[config.mk]
export PLATFORM = sky130hd
export DESIGN_NAME = enoc_node_interface_flat
export DESIGN_NICKNAME = d
export VERILOG_FILES = /design/src/rtl/enoc_node_interface_if.sv /design/src/rtl/enoc_node_interface.sv /design/src/flat_wrapper.sv
export SDC_FILE = /design/constraint.sdc
export NUM_CORES = 1
export LEC_CHECK = 0
export BUFFER_PORTS_ARGS = -buffer_cell sky130_fd_sc_hd__clkbuf_2
export CORE_AREA = 2 2 147 163
export CTS_BUF_LIST = sky130_fd_sc_hd__clkbuf_2 sky130_fd_sc_hd__clkbuf_4 sky130_fd_sc_hd__clkbuf_8
export DETAILED_ROUTE_END_ITERATION = 6
export DIE_AREA = 0 0 149 165
export HOLD_SLACK_MARGIN = 0.02
export PLACE_DENSITY = 0.91
export REMOVE_ABC_BUFFERS = 1
export SLEW_MARGIN = 25
export SYNTH_ARGS = -nofsm -noshare
export SYNTH_HDL_FRONTEND = slang
export SYNTH_SLANG_ARGS = --single-unit
[constraint.sdc]
create_clock -name clk -period 2.9 [get_ports clk]
set_input_delay 0.29 -clock clk [delete_from_list [all_inputs] [get_ports clk]]
set_output_delay 0.29 -clock clk [all_outputs]
set_load 0.05 [all_outputs]
[src/rtl/enoc_node_interface_if.sv]
// Packet type and node/network handshake bundle for enoc_node_interface.
//   packet_t : routed packet payload (destination, source, data).
//   enoc_node_interface_if : all valid/enable channels of one node port.
//     slave  modport : the node interface block itself.
//     master modport : the environment (traffic node plus network local port).
package enoc_node_interface_pkg;
  typedef struct packed {
    logic [3:0]  dst;
    logic [3:0]  src;
    logic [23:0] payload;
  } packet_t;
endpackage

interface enoc_node_interface_if;
  import enoc_node_interface_pkg::*;

  // Node -> TX FIFO
  packet_t i_pkt;
  logic    i_pkt_val;
  logic    o_pkt_en;
  // TX FIFO -> network local input
  packet_t o_net_data;
  logic    o_net_data_val;
  logic    i_net_en;
  // Network local output -> RX FIFO
  packet_t i_net_data;
  logic    i_net_data_val;
  logic    o_net_en;
  // RX FIFO -> node
  packet_t o_pkt;
  logic    o_pkt_val;
  logic    i_pkt_en;

  modport slave (
    input  i_pkt, i_pkt_val, i_net_en, i_net_data, i_net_data_val, i_pkt_en,
    output o_pkt_en, o_net_data, o_net_data_val, o_net_en, o_pkt, o_pkt_val
  );

  modport master (
    output i_pkt, i_pkt_val, i_net_en, i_net_data, i_net_data_val, i_pkt_en,
    input  o_pkt_en, o_net_data, o_net_data_val, o_net_en, o_pkt, o_pkt_val
  );
endinterface

[src/rtl/enoc_node_interface.sv]
// Node-side interface to one ENoC local port: a TX FIFO (node -> network)
// and an RX FIFO (network -> node), both first-word-fall-through with the
// valid/enable protocol, plus per-path transfer counters.
//   clk, reset_n   : clock, synchronous active-low reset
//   bus (slave)    : node and network valid/enable channels
//   o_tx_count     : packets injected into the network (wraps)
//   o_rx_count     : packets delivered to the node (wraps)

// FWFT FIFO with valid/enable handshake on both sides. Enable and valid are
// decoded from the registered occupancy only (gated by reset), so a full FIFO
// refuses a write even when it is being read in the same cycle.
module enoc_node_interface_fifo
  import enoc_node_interface_pkg::*;
#(
  parameter int unsigned DEPTH = 4
) (
  input  logic    clk,
  input  logic    reset_n,
  input  packet_t wr_data,
  input  logic    wr_val,
  output logic    wr_en,
  output packet_t rd_data,
  output logic    rd_val,
  input  logic    rd_en,
  output logic    rd_fire
);
  localparam int unsigned PTR_W = (DEPTH > 1) ? $clog2(DEPTH) : 1;
  localparam int unsigned OCC_W = $clog2(DEPTH + 1);

  packet_t            mem_q [DEPTH];
  packet_t            mem_d [DEPTH];
  logic [PTR_W-1:0]   wr_ptr_q, wr_ptr_d;
  logic [PTR_W-1:0]   rd_ptr_q, rd_ptr_d;
  logic [OCC_W-1:0]   occ_q, occ_d;
  logic               push;

  assign wr_en   = reset_n & (occ_q < OCC_W'(DEPTH));
  assign rd_val  = reset_n & (occ_q != '0);
  assign rd_data = rd_val ? mem_q[rd_ptr_q] : '0;
  assign push    = wr_val & wr_en;
  assign rd_fire = rd_val & rd_en;

  // Next-state: write at tail, pop at head, pointers wrap modulo DEPTH
  always_comb begin
    mem_d    = mem_q;
    wr_ptr_d = wr_ptr_q;
    rd_ptr_d = rd_ptr_q;
    occ_d    = occ_q;
    if (push) begin
      mem_d[wr_ptr_q] = wr_data;
      wr_ptr_d = (wr_ptr_q == PTR_W'(DEPTH - 1)) ? '0 : wr_ptr_q + PTR_W'(1);
    end
    if (rd_fire) begin
      rd_ptr_d = (rd_ptr_q == PTR_W'(DEPTH - 1)) ? '0 : rd_ptr_q + PTR_W'(1);
    end
    case ({push, rd_fire})
      2'b10:   occ_d = occ_q + OCC_W'(1);
      2'b01:   occ_d = occ_q - OCC_W'(1);
      default: occ_d = occ_q;
    endcase
  end

  // Control state; emptying only needs pointers and occupancy cleared
  always_ff @(posedge clk) begin
    if (!reset_n) begin
      wr_ptr_q <= '0;
      rd_ptr_q <= '0;
      occ_q    <= '0;
    end else begin
      wr_ptr_q <= wr_ptr_d;
      rd_ptr_q <= rd_ptr_d;
      occ_q    <= occ_d;
    end
  end

  // Packet storage, contents are don't-care while unoccupied
  always_ff @(posedge clk) begin
    mem_q <= mem_d;
  end
endmodule

module enoc_node_interface
  import enoc_node_interface_pkg::*;
#(
  parameter int unsigned TX_DEPTH = 4,
  parameter int unsigned RX_DEPTH = 4,
  parameter int unsigned CNT_W    = 32
) (
  input  logic                  clk,
  input  logic                  reset_n,
  enoc_node_interface_if.slave  bus,
  output logic [CNT_W-1:0]      o_tx_count,
  output logic [CNT_W-1:0]      o_rx_count
);
  logic             tx_fire, rx_fire;
  logic [CNT_W-1:0] tx_count_q, tx_count_d;
  logic [CNT_W-1:0] rx_count_q, rx_count_d;

  // Node -> network
  enoc_node_interface_fifo #(.DEPTH(TX_DEPTH)) u_tx_fifo (
    .clk     (clk),
    .reset_n (reset_n),
    .wr_data (bus.i_pkt),
    .wr_val  (bus.i_pkt_val),
    .wr_en   (bus.o_pkt_en),
    .rd_data (bus.o_net_data),
    .rd_val  (bus.o_net_data_val),
    .rd_en   (bus.i_net_en),
    .rd_fire (tx_fire)
  );

  // Network -> node
  enoc_node_interface_fifo #(.DEPTH(RX_DEPTH)) u_rx_fifo (
    .clk     (clk),
    .reset_n (reset_n),
    .wr_data (bus.i_net_data),
    .wr_val  (bus.i_net_data_val),
    .wr_en   (bus.o_net_en),
    .rd_data (bus.o_pkt),
    .rd_val  (bus.o_pkt_val),
    .rd_en   (bus.i_pkt_en),
    .rd_fire (rx_fire)
  );

  // Transfer counters, wrap naturally at 2^CNT_W
  always_comb begin
    tx_count_d = tx_count_q;
    rx_count_d = rx_count_q;
    if (tx_fire) tx_count_d = tx_count_q + CNT_W'(1);
    if (rx_fire) rx_count_d = rx_count_q + CNT_W'(1);
  end

  always_ff @(posedge clk) begin
    if (!reset_n) begin
      tx_count_q <= '0;
      rx_count_q <= '0;
    end else begin
      tx_count_q <= tx_count_d;
      rx_count_q <= rx_count_d;
    end
  end

  assign o_tx_count = tx_count_q;
  assign o_rx_count = rx_count_q;
endmodule

[src/flat_wrapper.sv]
// flat-port wrapper written by rule: the top's interface ports become plain ports
module enoc_node_interface_flat import enoc_node_interface_pkg::*;
#(
  parameter int unsigned TX_DEPTH = 4,
  parameter int unsigned RX_DEPTH = 4,
  parameter int unsigned CNT_W    = 32
)
  (clk, reset_n, o_tx_count, o_rx_count, bus_i_pkt, bus_i_pkt_val, bus_i_net_en, bus_i_net_data, bus_i_net_data_val, bus_i_pkt_en, bus_o_pkt_en, bus_o_net_data, bus_o_net_data_val, bus_o_net_en, bus_o_pkt, bus_o_pkt_val);
  enoc_node_interface_if bus_i ();
  input  logic clk;
  input  logic reset_n;
  output logic [CNT_W-1:0] o_tx_count;
  output logic [CNT_W-1:0] o_rx_count;
  input wire logic [$bits(bus_i.i_pkt)-1:0] bus_i_pkt;
  input wire logic [$bits(bus_i.i_pkt_val)-1:0] bus_i_pkt_val;
  input wire logic [$bits(bus_i.i_net_en)-1:0] bus_i_net_en;
  input wire logic [$bits(bus_i.i_net_data)-1:0] bus_i_net_data;
  input wire logic [$bits(bus_i.i_net_data_val)-1:0] bus_i_net_data_val;
  input wire logic [$bits(bus_i.i_pkt_en)-1:0] bus_i_pkt_en;
  output wire logic [$bits(bus_i.o_pkt_en)-1:0] bus_o_pkt_en;
  output wire logic [$bits(bus_i.o_net_data)-1:0] bus_o_net_data;
  output wire logic [$bits(bus_i.o_net_data_val)-1:0] bus_o_net_data_val;
  output wire logic [$bits(bus_i.o_net_en)-1:0] bus_o_net_en;
  output wire logic [$bits(bus_i.o_pkt)-1:0] bus_o_pkt;
  output wire logic [$bits(bus_i.o_pkt_val)-1:0] bus_o_pkt_val;
  assign bus_i.i_pkt = bus_i_pkt;
  assign bus_i.i_pkt_val = bus_i_pkt_val;
  assign bus_i.i_net_en = bus_i_net_en;
  assign bus_i.i_net_data = bus_i_net_data;
  assign bus_i.i_net_data_val = bus_i_net_data_val;
  assign bus_i.i_pkt_en = bus_i_pkt_en;
  assign bus_o_pkt_en = bus_i.o_pkt_en;
  assign bus_o_net_data = bus_i.o_net_data;
  assign bus_o_net_data_val = bus_i.o_net_data_val;
  assign bus_o_net_en = bus_i.o_net_en;
  assign bus_o_pkt = bus_i.o_pkt;
  assign bus_o_pkt_val = bus_i.o_pkt_val;
  enoc_node_interface #(.TX_DEPTH(TX_DEPTH), .RX_DEPTH(RX_DEPTH), .CNT_W(CNT_W)) u_core (.clk(clk), .reset_n(reset_n), .bus(bus_i), .o_tx_count(o_tx_count), .o_rx_count(o_rx_count));
endmodule
==> impl_summary.md, run 1 <==
Yosys
The post-synthesis sequential element count is 334. The Yosys step of the flow raised 0 warnings. Counting every instance in the synthesized netlist gives 845.

After synthesis the cells add up to 13400 µm². By area the synthesized netlist is led by sky130_fd_sc_hd__edfxtp_1 58%, sky130_fd_sc_hd__dfxtp_1 12%, sky130_fd_sc_hd__mux4_2 11%. Of the synthesized area, sequential elements account for 69.2%. The main flop type after synthesis is sky130_fd_sc_hd__edfxtp_1.

The count of unique library cells instantiated by Yosys is 34. For this run, asynchronously set or reset flops after synthesis account for 0%. The number of enable-type register cells in the synthesized netlist is 256. Summed over all instances, the cell type with the most area after synthesis is sky130_fd_sc_hd__edfxtp_1. Averaged over all synthesized cells, the footprint is 15.8 µm².

The synthesized design devotes to its leading area cell type 57.5% of total area.

Route
For this run, design rule violations remaining after detail routing come to 0. The number of DRC markers after the initial detailed-route iteration is 468. The total number of vias is 8301.

The antenna violation net count after detailed routing is 0. The final layout contains routed wiring with a total length of 28900 µm. Using the TritonRoute via totals, the vias-per-cell ratio works out to 5.59. The number of optimization iterations in the first detailed-route pass is 5. The average wire per cell in the routed design is 19.4 µm.

Global route
Entering global routing, the biggest net connects 45 pins. The number of global-route vias before repair came to 8349. The total congestion overflow after global routing is 0. The number of antenna violations at the first check in global routing was 1. The global-route total usage across every layer is 23.6%. The first-pass GRT wire length is 44600 µm.

Clock network
For the worst-skew pair, the clock arrives at the later sink with an insertion delay of 0.57 ns. The number of buffers inserted by hold repair at cts is 64. The H-tree generated during clock tree synthesis spans 2 levels. After clock tree synthesis, the clock-pin slew on the worst setup and hold paths is 0.06 ns.

Once the clock tree was built, the setup fixing pass inserted 0 buffers. Counting along the longest clock path gives a buffer depth of 3. Counting the buffers created by CTS gives 50. TritonCTS built the clock tree. The root buffer cell chosen for the clock tree is sky130_fd_sc_hd__clkbuf_8. The number of sinks on the clock net is 334. Gates resized during post-CTS repair numbered 0.

STA
The number of pins exceeding their max-slew limit in the final report was 0. The count of final hold-check violations is 0. The final setup violation count is 0.

Setup repair after global routing left no endpoint under its margin. The final critical-path share of the clock period is 90.2%. Across the routed clock network, the largest skew measured is 0.0194 ns. For the finished layout, the period the worst path requires is 2.62 ns. For the final routed database, the setup TNS stands at 0 ns. In this run the tightest slew margin relative to its limit is 63.0%. The slew of the pin with the lowest slew margin is 0.553 ns. The peak clock frequency supported by timing is 0.382 GHz.

Floorplanning
The floorplan has 58 rows. The number of I/O pins is 202. The die is 165 µm tall. The starting utilization of the core area is 58.6%. The die outline width is 149 µm.

In this run the standard cell core region covers 22800 µm². The die covers 24600 µm².

Worst setup path
The worst setup path is launched from a register. STA classifies the critical path endpoint as an output pin. The worst setup path is of the reg -> out kind. For the worst setup path, the data required time is 2.61 ns.

The largest fanout on the critical path is 16. The critical path data arrival time is 2.33 ns. For the worst flop-to-flop path, the logic depth is 10.

Layout
The area growth from synthesis to layout is 22.3%. The final net count is 1234. The finished cells cover 16300 µm². Cells with a size suffix above 1 make up 30.8% of the layout.

Min path
The worst hold path was traced through 3 stages. The type of the most critical hold path is in -> reg.

Job
The number of maximum-capacitance constraint violations is 0.

Placed design
Summing all placed instances gives a cell area of 14800 µm². The final RePlAce weighted congestion is 0.813. The wire-length estimate of the detail-placed layout is 17600 µm.

Buffers placed on the I/O ports in this run total 201.

Outcome
The run finished with clean final reports.

Power and ir drop
Dividing total power by cell area gives a power density of 628 nW/µm². For this design the static power due to leakage is 5.98 nW. Overall power consumption after layout is estimated at 0.0103 W.

Across the VDD grid, the largest voltage drop is 0.388 mV.
-- final timing paths --
kind	start	end	slack [ns]
max	u_core.u_tx_fifo.rd_ptr_q[0]	bus_o_net_data[14]	0.28
min reg2reg	u_core.u_tx_fifo.rd_ptr_q[1]	u_core.u_tx_fifo.rd_ptr_q[1]	0.48
max reg2reg	u_core.u_rx_fifo.occ_q[2]	u_core.u_rx_fifo.occ_q[2]	0.58
min	bus_i_net_data_val	u_core.u_rx_fifo.wr_ptr_q[1]	0.12
-- flip-flops by register name, indices dropped and copies added, names as in the netlist --
| register | flops |
|---|---|
| u_core.o_rx_count | 32 |
| u_core.o_tx_count | 32 |
| u_core.u_rx_fifo.mem_q | 128 |
| u_core.u_rx_fifo.occ_q | 3 |
| u_core.u_rx_fifo.rd_ptr_q | 2 |
| u_core.u_rx_fifo.wr_ptr_q | 2 |
| u_core.u_tx_fifo.mem_q | 128 |
| u_core.u_tx_fifo.occ_q | 3 |
| u_core.u_tx_fifo.rd_ptr_q | 2 |
| u_core.u_tx_fifo.wr_ptr_q | 2 |
-- placed cells by master, fill, tap and decap left out, types with 2 or more instances in the layout --
cell type and count:
sky130_fd_sc_hd__edfxtp_1 256, sky130_fd_sc_hd__clkbuf_2 201, sky130_fd_sc_hd__dfxtp_1 76, sky130_fd_sc_hd__and2_1 75
sky130_fd_sc_hd__mux4_2 64, sky130_fd_sc_hd__dlygate4sd3_1 64, sky130_fd_sc_hd__clkbuf_8 51, sky130_fd_sc_hd__nor2_1 48
sky130_fd_sc_hd__nand2_1 38, sky130_fd_sc_hd__nand3_1 33, sky130_fd_sc_hd__xor2_1 26, sky130_fd_sc_hd__a21oi_1 21
sky130_fd_sc_hd__or3_1 20, sky130_fd_sc_hd__buf_4 20, sky130_fd_sc_hd__inv_1 19, sky130_fd_sc_hd__and3_1 18
sky130_fd_sc_hd__nand4_1 18, sky130_fd_sc_hd__o21ai_0 18, sky130_fd_sc_hd__xnor2_1 18, sky130_fd_sc_hd__clkinv_1 17
sky130_fd_sc_hd__clkbuf_4 15, sky130_fd_sc_hd__ha_1 14, sky130_fd_sc_hd__and4_1 9, sky130_fd_sc_hd__o31ai_1 7
sky130_fd_sc_hd__nor4_1 7, sky130_fd_sc_hd__nor3_1 5, sky130_fd_sc_hd__mux2i_1 4, sky130_fd_sc_hd__nand2b_1 3
sky130_fd_sc_hd__clkinv_2 3, sky130_fd_sc_hd__or4_1 2, sky130_fd_sc_hd__fa_1 2, sky130_fd_sc_hd__dfxtp_2 2
-- metal layers --
metal	GRT usage, %	vias up	wire length, µm	part of all wire (%)
met5	0	-	0	0
li1	-	3837	-	-
met2	42.3	295	15300	53
met4	8.40	0	757	2.6
met1	28.8	4115	11200	39
met3	4.34	54	1620	5.6
-- power by group --
| part | total (W) | switching [W] | internal, W |
|---|---|---|---|
| Sequential | 0.00537 | 0.0000605 | 0.00531 |
| Clock | 0.00362 | 0.00170 | 0.00191 |
| Combinational | 0.00127 | 0.000801 | 0.000469 |
| Total | 0.0103 | 0.00257 | 0.00769 |
-- cell usage after synthesis, drive strengths merged, types with 20 or more instances --
| cell type | n |
|---|---|
| clkbuf | 25 |
| nand3 | 34 |
| edfxtp | 256 |
| inv | 20 |
| xor2 | 26 |
| nand2 | 38 |
| nor2 | 48 |
| and2 | 75 |
| or3 | 20 |
| dfxtp | 78 |
| mux4 | 64 |
| a21oi | 21 |
-- cell type report --
class | count | area (µm²)
flip-flops and latches | 334 | 9250
diodes | 1 | 2.50
well taps | 300 | 375
clock buffers | 66 | 815
multi-input cells | 457 | 3900
repair buffers | 285 | 1800
fillers | 1408 | 6450
inverters | 20 | 75.1
clock inverters | 23 | 128
-- cells by family after synthesis --
| logic type | synth area share (%) |
|---|---|
| buffers and inverters | 1.60 |
| flip-flops | 69.2 |
| XOR/XNOR | 2.88 |
| adder cells (fa/ha/maj) | 1.61 |
| AO/OA/AOI/OAI | 2.07 |
| AND/OR/NAND/NOR | 11.5 |
| multiplexers | 11.1 |
-- stage by stage --
stage               utilization [%]  cells  setup slack, ns  hold WS [ns]
floorplan                         -    811          0.00232         0.389
global placement               64.7   1332            0.515         0.466
detailed placement             64.7   1332            0.417         0.467
CTS                            71.7   1485            0.253        0.0813
global route                   71.7   1485            0.189         0.119
finish                         71.7   1486            0.283         0.117
-- critical path, stage by stage, from the launching register on --
cell and delay, ns:
sky130_fd_sc_hd__dfxtp_2 0.41, sky130_fd_sc_hd__buf_4 0.35, sky130_fd_sc_hd__mux4_2 0.59, sky130_fd_sc_hd__and2_1 0.19, sky130_fd_sc_hd__clkbuf_2 0.24
No activity file was read; power rests on OpenSTA's default activity.
==> run 2: changes to the inputs <==
BUFFER_PORTS_ARGS = -buffer_cell sky130_fd_sc_hd__buf_4   (was -buffer_cell sky130_fd_sc_hd__clkbuf_2)
==> run 2 against run 1 <==
First-iteration DRC count grew 34%. Register-to-register slack got worse by 0.06 ns. Highest routed layer is now met5. Final cell count unchanged. Critical endpoint is now bus_o_pkt[18]. Flip-flop and latch count is the same. Setup slack gained 0.10 ns. Sequential share of layout area down 2.0 points. Sequential power about the same.
==> impl_summary.md, run 2 (synthesis gave the netlist of run 1 again) <==
Outcome
Result of the run: completed (unchanged).

Route
The antenna violation net count after detailed routing is 0 (unchanged). The average wire per cell in the routed design is 20.2 µm (was 19.4 µm). The number of optimization iterations in the first detailed-route pass is 5 (unchanged). The total wirelength of the detailed-routed design is 30000 µm (was 28900 µm). The number of DRC markers after the initial detailed-route iteration is 627 (was 468). The remaining design rule violation count came to 0 (unchanged). The total number of vias was 8363 (was 8301). The vias per cell is 5.63 (was 5.59).

Power and ir drop
The maximum vdd drop is 0.581 mV (was 0.388 mV). The leakage power came to 6.18 nW (was 5.98 nW). The power density of the placed cells is 633 nW/µm² (was 628 nW/µm²).

Worst setup path
The endpoint of the worst register-to-register path is u_core.u_rx_fifo.occ_q[2] (unchanged). The endpoint class of the critical path is an output pin (unchanged). The end of the critical path is bus_o_pkt[18] (was bus_o_net_data[14]).

The largest fanout on the critical path is 32 (was 16). The kind of launch point of the worst setup path was a register (unchanged). The setup slack of the worst register-to-register path is 0.52 ns (was 0.58 ns). The count of cells along the worst register-to-register path came to 10 (unchanged). The launch point of the critical path is u_core.u_rx_fifo.rd_ptr_q[1] (was u_core.u_tx_fifo.rd_ptr_q[0]). The critical path data arrival time was 2.23 ns (was 2.33 ns). The startpoint of the lowest-slack register-to-register path is u_core.u_rx_fifo.occ_q[2] (unchanged). The critical path class is reg -> out (unchanged). The required time of the worst setup path was 2.61 ns (about the same).

Floorplanning
The number of rows in the core area is 58 (unchanged). The y dimension of the die came to 165 µm (unchanged). The die outline width is 149 µm (unchanged). The number of I/O pins is 202 (unchanged).

The starting utilization of the core area is 58.6% (unchanged). The floorplan die area came to 24600 µm² (unchanged). The placeable core region was 22800 µm² (unchanged).

STA
The clock tree skew after final layout was 0.0173 ns (was 0.0194 ns). The final setup violation count is 0 (unchanged). The peak clock frequency supported by timing is 0.397 GHz (was 0.382 GHz). The final total negative setup slack is 0 ns (unchanged). The number of pins exceeding their max-slew limit in the final report came to 0 (unchanged).

The shortest period the worst path allows is 2.52 ns (was 2.62 ns). The worst slew margin relative to its limit is 60.0% (was 63.0%). The count of final hold-check violations came to 0 (unchanged).

Unrepaired setup endpoints after global routing: no (unchanged). The slew of the pin with the lowest slew margin is 0.595 ns (was 0.553 ns). The worst hold-check slack is 0.0933 ns (was 0.117 ns). The final critical-path share of the clock period is 86.8% (was 90.2%).

Layout
The count of non-filler cells in the finished layout came to 1486 (unchanged). The count of fill cells added during filler insertion was 1313 (was 1408). Regs by FF count: u_core.u_rx_fifo.mem_q x128, u_core.u_tx_fifo.mem_q x128 (unchanged). Commonest non-fill, non-tap cells in the layout: 256 x sky130_fd_sc_hd__edfxtp_1, 217 x sky130_fd_sc_hd__buf_4, 76 x sky130_fd_sc_hd__dfxtp_1 (was 256 x sky130_fd_sc_hd__edfxtp_1, 201 x sky130_fd_sc_hd__clkbuf_2, 76 x sky130_fd_sc_hd__dfxtp_1). The area taken by multi-input logic gates is 3900 µm² (unchanged). The final standard cell area without fillers came to 17000 µm² (was 16300 µm²). The final net count is 1231 (was 1234).

The most frequent standard cell in the layout excluding fill and tap cells is sky130_fd_sc_hd__edfxtp_1 (unchanged). The area growth from synthesis to layout came to 26.9% (was 22.3%). The share of final-layout standard cells stronger than drive strength 1 came to 31.2% (was 30.8%).

The footprint of the flip-flops and latches is 9250 µm² (unchanged).

Clock network
The total clock buffers created by CTS was 49 (was 50). The root cell of the clock tree is sky130_fd_sc_hd__clkbuf_8 (unchanged). The count of cells resized by post-cts repair was 0 (unchanged). The clock tree from TritonCTS is built (unchanged). The maximum number of buffers from clock root to sink was 3 (unchanged). The clock latency at the later pin of the worst-skew pair came to 0.57 ns (about the same). The total number of H-tree levels is 2 (unchanged). The buffer count from post-CTS setup fixing is 0 (unchanged). The post-CTS clock slew at the launch and capture registers of the worst setup and hold paths is 0.07 ns (was 0.06 ns).

The number of sinks on the clock net was 334 (unchanged).

Global route
The total congestion overflow after global routing was 0 (unchanged). The pin count of the biggest net entering global routing came to 45 (unchanged). The number of global-route vias before repair came to 8707 (was 8349).

The first-pass GRT wire length is 46300 µm (was 44600 µm). The global-route total usage across every layer is 24.3% (was 23.6%). The number of antenna violations at the first check in global routing is 2 (was 1).

Placed design
The final RePlAce weighted congestion is 0.799 (was 0.813). The final HPWL from detailed placement is 18000 µm (was 17600 µm). The number of buffers inserted by port buffering is 201 (unchanged).

The cell count after placement is 1330 (was 1332). The post-detailed-placement cell area came to 15300 µm² (was 14800 µm²).

Min path
The type of the most critical hold path was in -> reg (unchanged).

Job
The number of maximum-capacitance constraint violations is 0 (unchanged).
## run 2: cell types whose count changed in the layout (fill, tap and decap cells not counted)
cell                         before  now
sky130_fd_sc_hd__buf_12           0    2
sky130_fd_sc_hd__buf_4           20  217
sky130_fd_sc_hd__bufinv_16        1    4
sky130_fd_sc_hd__clkbuf_2       201    0
sky130_fd_sc_hd__clkbuf_4        15   20
sky130_fd_sc_hd__clkbuf_8        51   50
sky130_fd_sc_hd__clkinv_1        17   12
sky130_fd_sc_hd__clkinv_2         3    2
sky130_fd_sc_hd__clkinv_4         0    1
sky130_fd_sc_hd__clkinvlp_4       1    0
sky130_fd_sc_hd__inv_6            0    1
## run 2: cell type report
type,count,share of cell area [%]
Clock buffer,70,4.95
Timing Repair Buffer,283,13.6
Clock inverter,21,1.20
Inverter,20,0.443
Antenna cell,1,0.0148
Tap cell,300,2.21
Multi-Input combinational cell,457,23.0
Sequential cell,334,54.6
## run 2: critical path, stage by stage, from the launching register on
cell and delay (ns):
sky130_fd_sc_hd__dfxtp_1 0.39, sky130_fd_sc_hd__buf_4 0.46, sky130_fd_sc_hd__mux4_2 0.40, sky130_fd_sc_hd__and2_1 0.20, sky130_fd_sc_hd__buf_4 0.19
## run 2: worst min-delay path by stage
| stage | startpoint | end | slack [ns] | cells after the start |
|---|---|---|---|---|
| floorplan | bus_i_net_data[0] | u_core.u_rx_fifo.mem_q[0] | 0.39 | 0 |
| global placement | u_core.o_tx_count[31] | u_core.o_tx_count[31] | 0.45 | 1 |
| detailed placement | u_core.u_tx_fifo.rd_ptr_q[1] | u_core.u_tx_fifo.rd_ptr_q[1] | 0.47 | 2 |
| CTS | bus_i_net_data_val | u_core.u_rx_fifo.wr_ptr_q[1] | 0.07 | 3 |
| global route | bus_i_pkt_val | u_core.u_tx_fifo.wr_ptr_q[1] | 0.09 | 3 |
| finish | bus_i_net_data_val | u_core.u_rx_fifo.wr_ptr_q[1] | 0.09 | 3 |
## run 2: metrics by stage
stage / setup slack (ns) / util [%] / total power (W)
finish: 0.383 / 74.4 / 0.0107
global route: 0.297 / 74.4 / 0.0111
CTS: 0.362 / 74.4 / 0.0108
detailed placement: 0.373 / 67.0 / 0.00676
global placement: 0.481 / 67.0 / 0.00671
floorplan: 0.00232 / - / 0.00630
## run 2: per-layer routing
| layer | GRT usage [%] | routed length (µm) |
|---|---|---|
| met1 | 30.0 | 11600 |
| met2 | 43.2 | 15800 |
| met3 | 4.81 | 1840 |
| met4 | 8.40 | 694 |
| met5 | 0 | 13 |
## run 2: where the power goes
part | internal [W] | switching [W] | total (W)
Clock | 0.00223 | 0.00176 | 0.00400
Combinational | 0.000561 | 0.000809 | 0.00137
Sequential | 0.00531 | 0.0000599 | 0.00537
## run 2: repair_timing
| action | in CTS | in global routing |
|---|---|---|
| hold endpoints to repair | 256 | 0 |
| endpoints found under the setup margin | 0 | 0 |
| hold buffers | 64 | 0 |
==> run 3: changes to the inputs <==
CELL_PAD_IN_SITES_DETAIL_PLACEMENT = 0   (was not set)
CELL_PAD_IN_SITES_GLOBAL_PLACEMENT = 2   (was not set)
CORE_AREA = 2 2 174 193   (was 2 2 147 163)
DIE_AREA = 0 0 176 195   (was 0 0 149 165)
PLACE_DENSITY = 0.9   (was 0.91)
==> run 3 against run 2 <==
Count of clock-buffer cells in the layout fell by 7. Clock skew down 0.00057 ns. Maximum frequency decreased by 0.18%. Non-clock buffer count increased by 9. Final cell count rose by 9.4%. Sequential power hardly changed. Routed wire length shrank 5.0%. Combinational power barely moved. Via count down 2.9%. Cell area grew 0.94%. Critical path type unchanged. Critical endpoint is now bus_o_net_data[30]. Largest cell class unchanged.
==> impl_summary.md, run 3 (synthesis gave the netlist of run 1 again) <==
STA
Unrepaired setup endpoints after global routing: no (unchanged). The worst slew margin relative to its limit is 59.6% (was 60.0%). The final setup violation count is 0 (unchanged). The clock tree skew after final layout was 0.0167 ns (was 0.0173 ns).

The final critical-path share of the clock period is 86.9% (was 86.8%). The peak clock frequency supported by timing is 0.397 GHz (about the same). The final total negative setup slack is 0 ns (unchanged). The count of final hold-check violations is 0 (unchanged). The shortest period the worst path allows is 2.52 ns (about the same).

The slew of the pin with the lowest slew margin was 0.601 ns (was 0.595 ns). The worst hold-check slack is 0.0812 ns (was 0.0933 ns). The number of pins exceeding their max-slew limit in the final report is 0 (unchanged).

Layout
Regs by FF count: u_core.u_rx_fifo.mem_q x128, u_core.u_tx_fifo.mem_q x128 (unchanged). The share of the core filled with cells in the final layout is 53.1% (was 74.4%). The most frequent standard cell in the layout excluding fill and tap cells is sky130_fd_sc_hd__edfxtp_1 (unchanged).

The area growth from synthesis to layout came to 28.1% (was 26.9%). Commonest non-fill, non-tap cells in the layout: 256 x sky130_fd_sc_hd__edfxtp_1, 226 x sky130_fd_sc_hd__buf_4, 75 x sky130_fd_sc_hd__and2_1 (was 256 x sky130_fd_sc_hd__edfxtp_1, 217 x sky130_fd_sc_hd__buf_4, 76 x sky130_fd_sc_hd__dfxtp_1). The final net count is 1242 (was 1231). The share of final-layout standard cells stronger than drive strength 1 is 32.3% (was 31.2%).

Worst setup path
The critical path class is reg -> out (unchanged). The startpoint of the lowest-slack register-to-register path is u_core.u_rx_fifo.occ_q[2] (unchanged). The kind of launch point of the worst setup path was a register (unchanged). The required time of the worst setup path was 2.61 ns (about the same). The largest fanout on the critical path was 18 (was 32). The launch point of the critical path is u_core.u_tx_fifo.rd_ptr_q[1] (was u_core.u_rx_fifo.rd_ptr_q[1]). The endpoint class of the critical path is an output pin (unchanged). The critical path data arrival time was 2.23 ns (about the same).

Clock network
The total number of H-tree levels is 2 (unchanged). The total clock buffers created by CTS is 51 (was 49). The count of cells resized by post-cts repair is 0 (unchanged). The maximum number of buffers from clock root to sink is 3 (unchanged).

The root cell of the clock tree was sky130_fd_sc_hd__clkbuf_8 (unchanged). The clock latency at the later pin of the worst-skew pair was 0.58 ns (was 0.57 ns). The number of sinks on the clock net was 334 (unchanged).

The post-CTS clock slew at the launch and capture registers of the worst setup and hold paths is 0.06 ns (was 0.07 ns). The clock tree from TritonCTS is built (unchanged).

Route
The total number of vias came to 8123 (was 8363). The vias per cell was 5.00 (was 5.63). The antenna violation net count after detailed routing is 0 (unchanged). The number of DRC markers after the initial detailed-route iteration is 414 (was 627). The average wire per cell in the routed design was 17.5 µm (was 20.2 µm). The number of optimization iterations in the first detailed-route pass came to 6 (was 5). The total wirelength of the detailed-routed design is 28500 µm (was 30000 µm). The remaining design rule violation count is 0 (unchanged).

Floorplanning
The placeable core region is 32200 µm² (was 22800 µm²). The y dimension of the die is 195 µm (was 165 µm). The die outline width came to 176 µm (was 149 µm). The starting utilization of the core area is 41.5% (was 58.6%). The floorplan die area came to 34300 µm² (was 24600 µm²). The number of rows in the core area is 69 (was 58).

The number of I/O pins came to 202 (unchanged).

Global route
The global-route total usage across every layer is 16.7% (was 24.3%). The number of antenna violations at the first check in global routing is 2 (unchanged). The number of global-route vias before repair came to 8341 (was 8707).

The total congestion overflow after global routing is 0 (unchanged). The pin count of the biggest net entering global routing is 34 (was 45). The first-pass GRT wire length is 44800 µm (was 46300 µm).

Outcome
Result of the run: completed (unchanged).

Placed design
The final RePlAce weighted congestion is 0.759 (was 0.799). The final HPWL from detailed placement is 17900 µm (was 18000 µm). The number of buffers inserted by port buffering is 201 (unchanged).

Power and ir drop
The power density of the placed cells came to 607 nW/µm² (was 633 nW/µm²). The leakage power is 6.19 nW (was 6.18 nW). The maximum vdd drop was 0.287 mV (was 0.581 mV). The total design power is 0.0104 W (was 0.0107 W).

Min path
The type of the most critical hold path is in -> reg (unchanged). The startpoint of the lowest-slack hold path is bus_i_net_data_val (unchanged).

Job
The number of maximum-capacitance constraint violations is 0 (unchanged).
## run 3: layout make-up
type | count | area, µm²
fillers | 2646 | 15100
flip-flops and latches | 334 | 9250
multi-input cells | 457 | 3910
repair buffers | 292 | 2370
clock buffers | 63 | 823
well taps | 426 | 533
clock inverters | 32 | 150
inverters | 20 | 75.1
diodes | 1 | 2.50
## run 3: power breakdown
group / leakage [nW] / switching [W] / internal (W)
Clock: 0.522 / 0.00179 / 0.00188
Combinational: 2.71 / 0.000790 / 0.000565
Sequential: 2.96 / 0.0000595 / 0.00531
Total: 6.19 / 0.00264 / 0.00775
## run 3: path summary, 6_finish.rpt
path                                                     end  slack (ns)  depth (start not counted)
worst max-delay path                      bus_o_net_data[30]        0.38                          4
worst min-delay path            u_core.u_rx_fifo.wr_ptr_q[1]        0.08                          3
worst max register to register     u_core.u_rx_fifo.occ_q[2]        0.52                         10
worst min register to register         u_core.o_tx_count[31]        0.47                          1
## run 3: critical path, stage by stage, from the launching register on
cell,delay [ns]
sky130_fd_sc_hd__dfxtp_2,0.65
sky130_fd_sc_hd__buf_4,0.31
sky130_fd_sc_hd__mux4_2,0.33
sky130_fd_sc_hd__and2_1,0.18
sky130_fd_sc_hd__buf_4,0.19
## run 3: timing repair
item	4_1_cts	5_1_grt
hold endpoints to repair	258	0
setup buffers	0	0
hold buffers	65	0
## run 3: routing by layer
layer	vias to the layer above	routed length, µm	track usage, %
met2	216	13800	27.7
met3	42	1880	4.75
met4	2	566	5.26
met1	4015	12200	21.2
met5	-	13	0
li1	3848	-	-
## run 3: metrics by stage
| step | setup WS (ns) | instances | area (µm²) |
|---|---|---|---|
| 6_report | 0.379 | 1625 | 17100 |
| 3_3_place_gp | 0.590 | 1464 | 15500 |
| 5_1_grt | 0.235 | 1625 | 17100 |
| 4_1_cts | 0.292 | 1624 | 17100 |
| 2_1_floorplan | 0.00232 | 811 | 13200 |
| 3_5_place_dp | 0.524 | 1464 | 15500 |
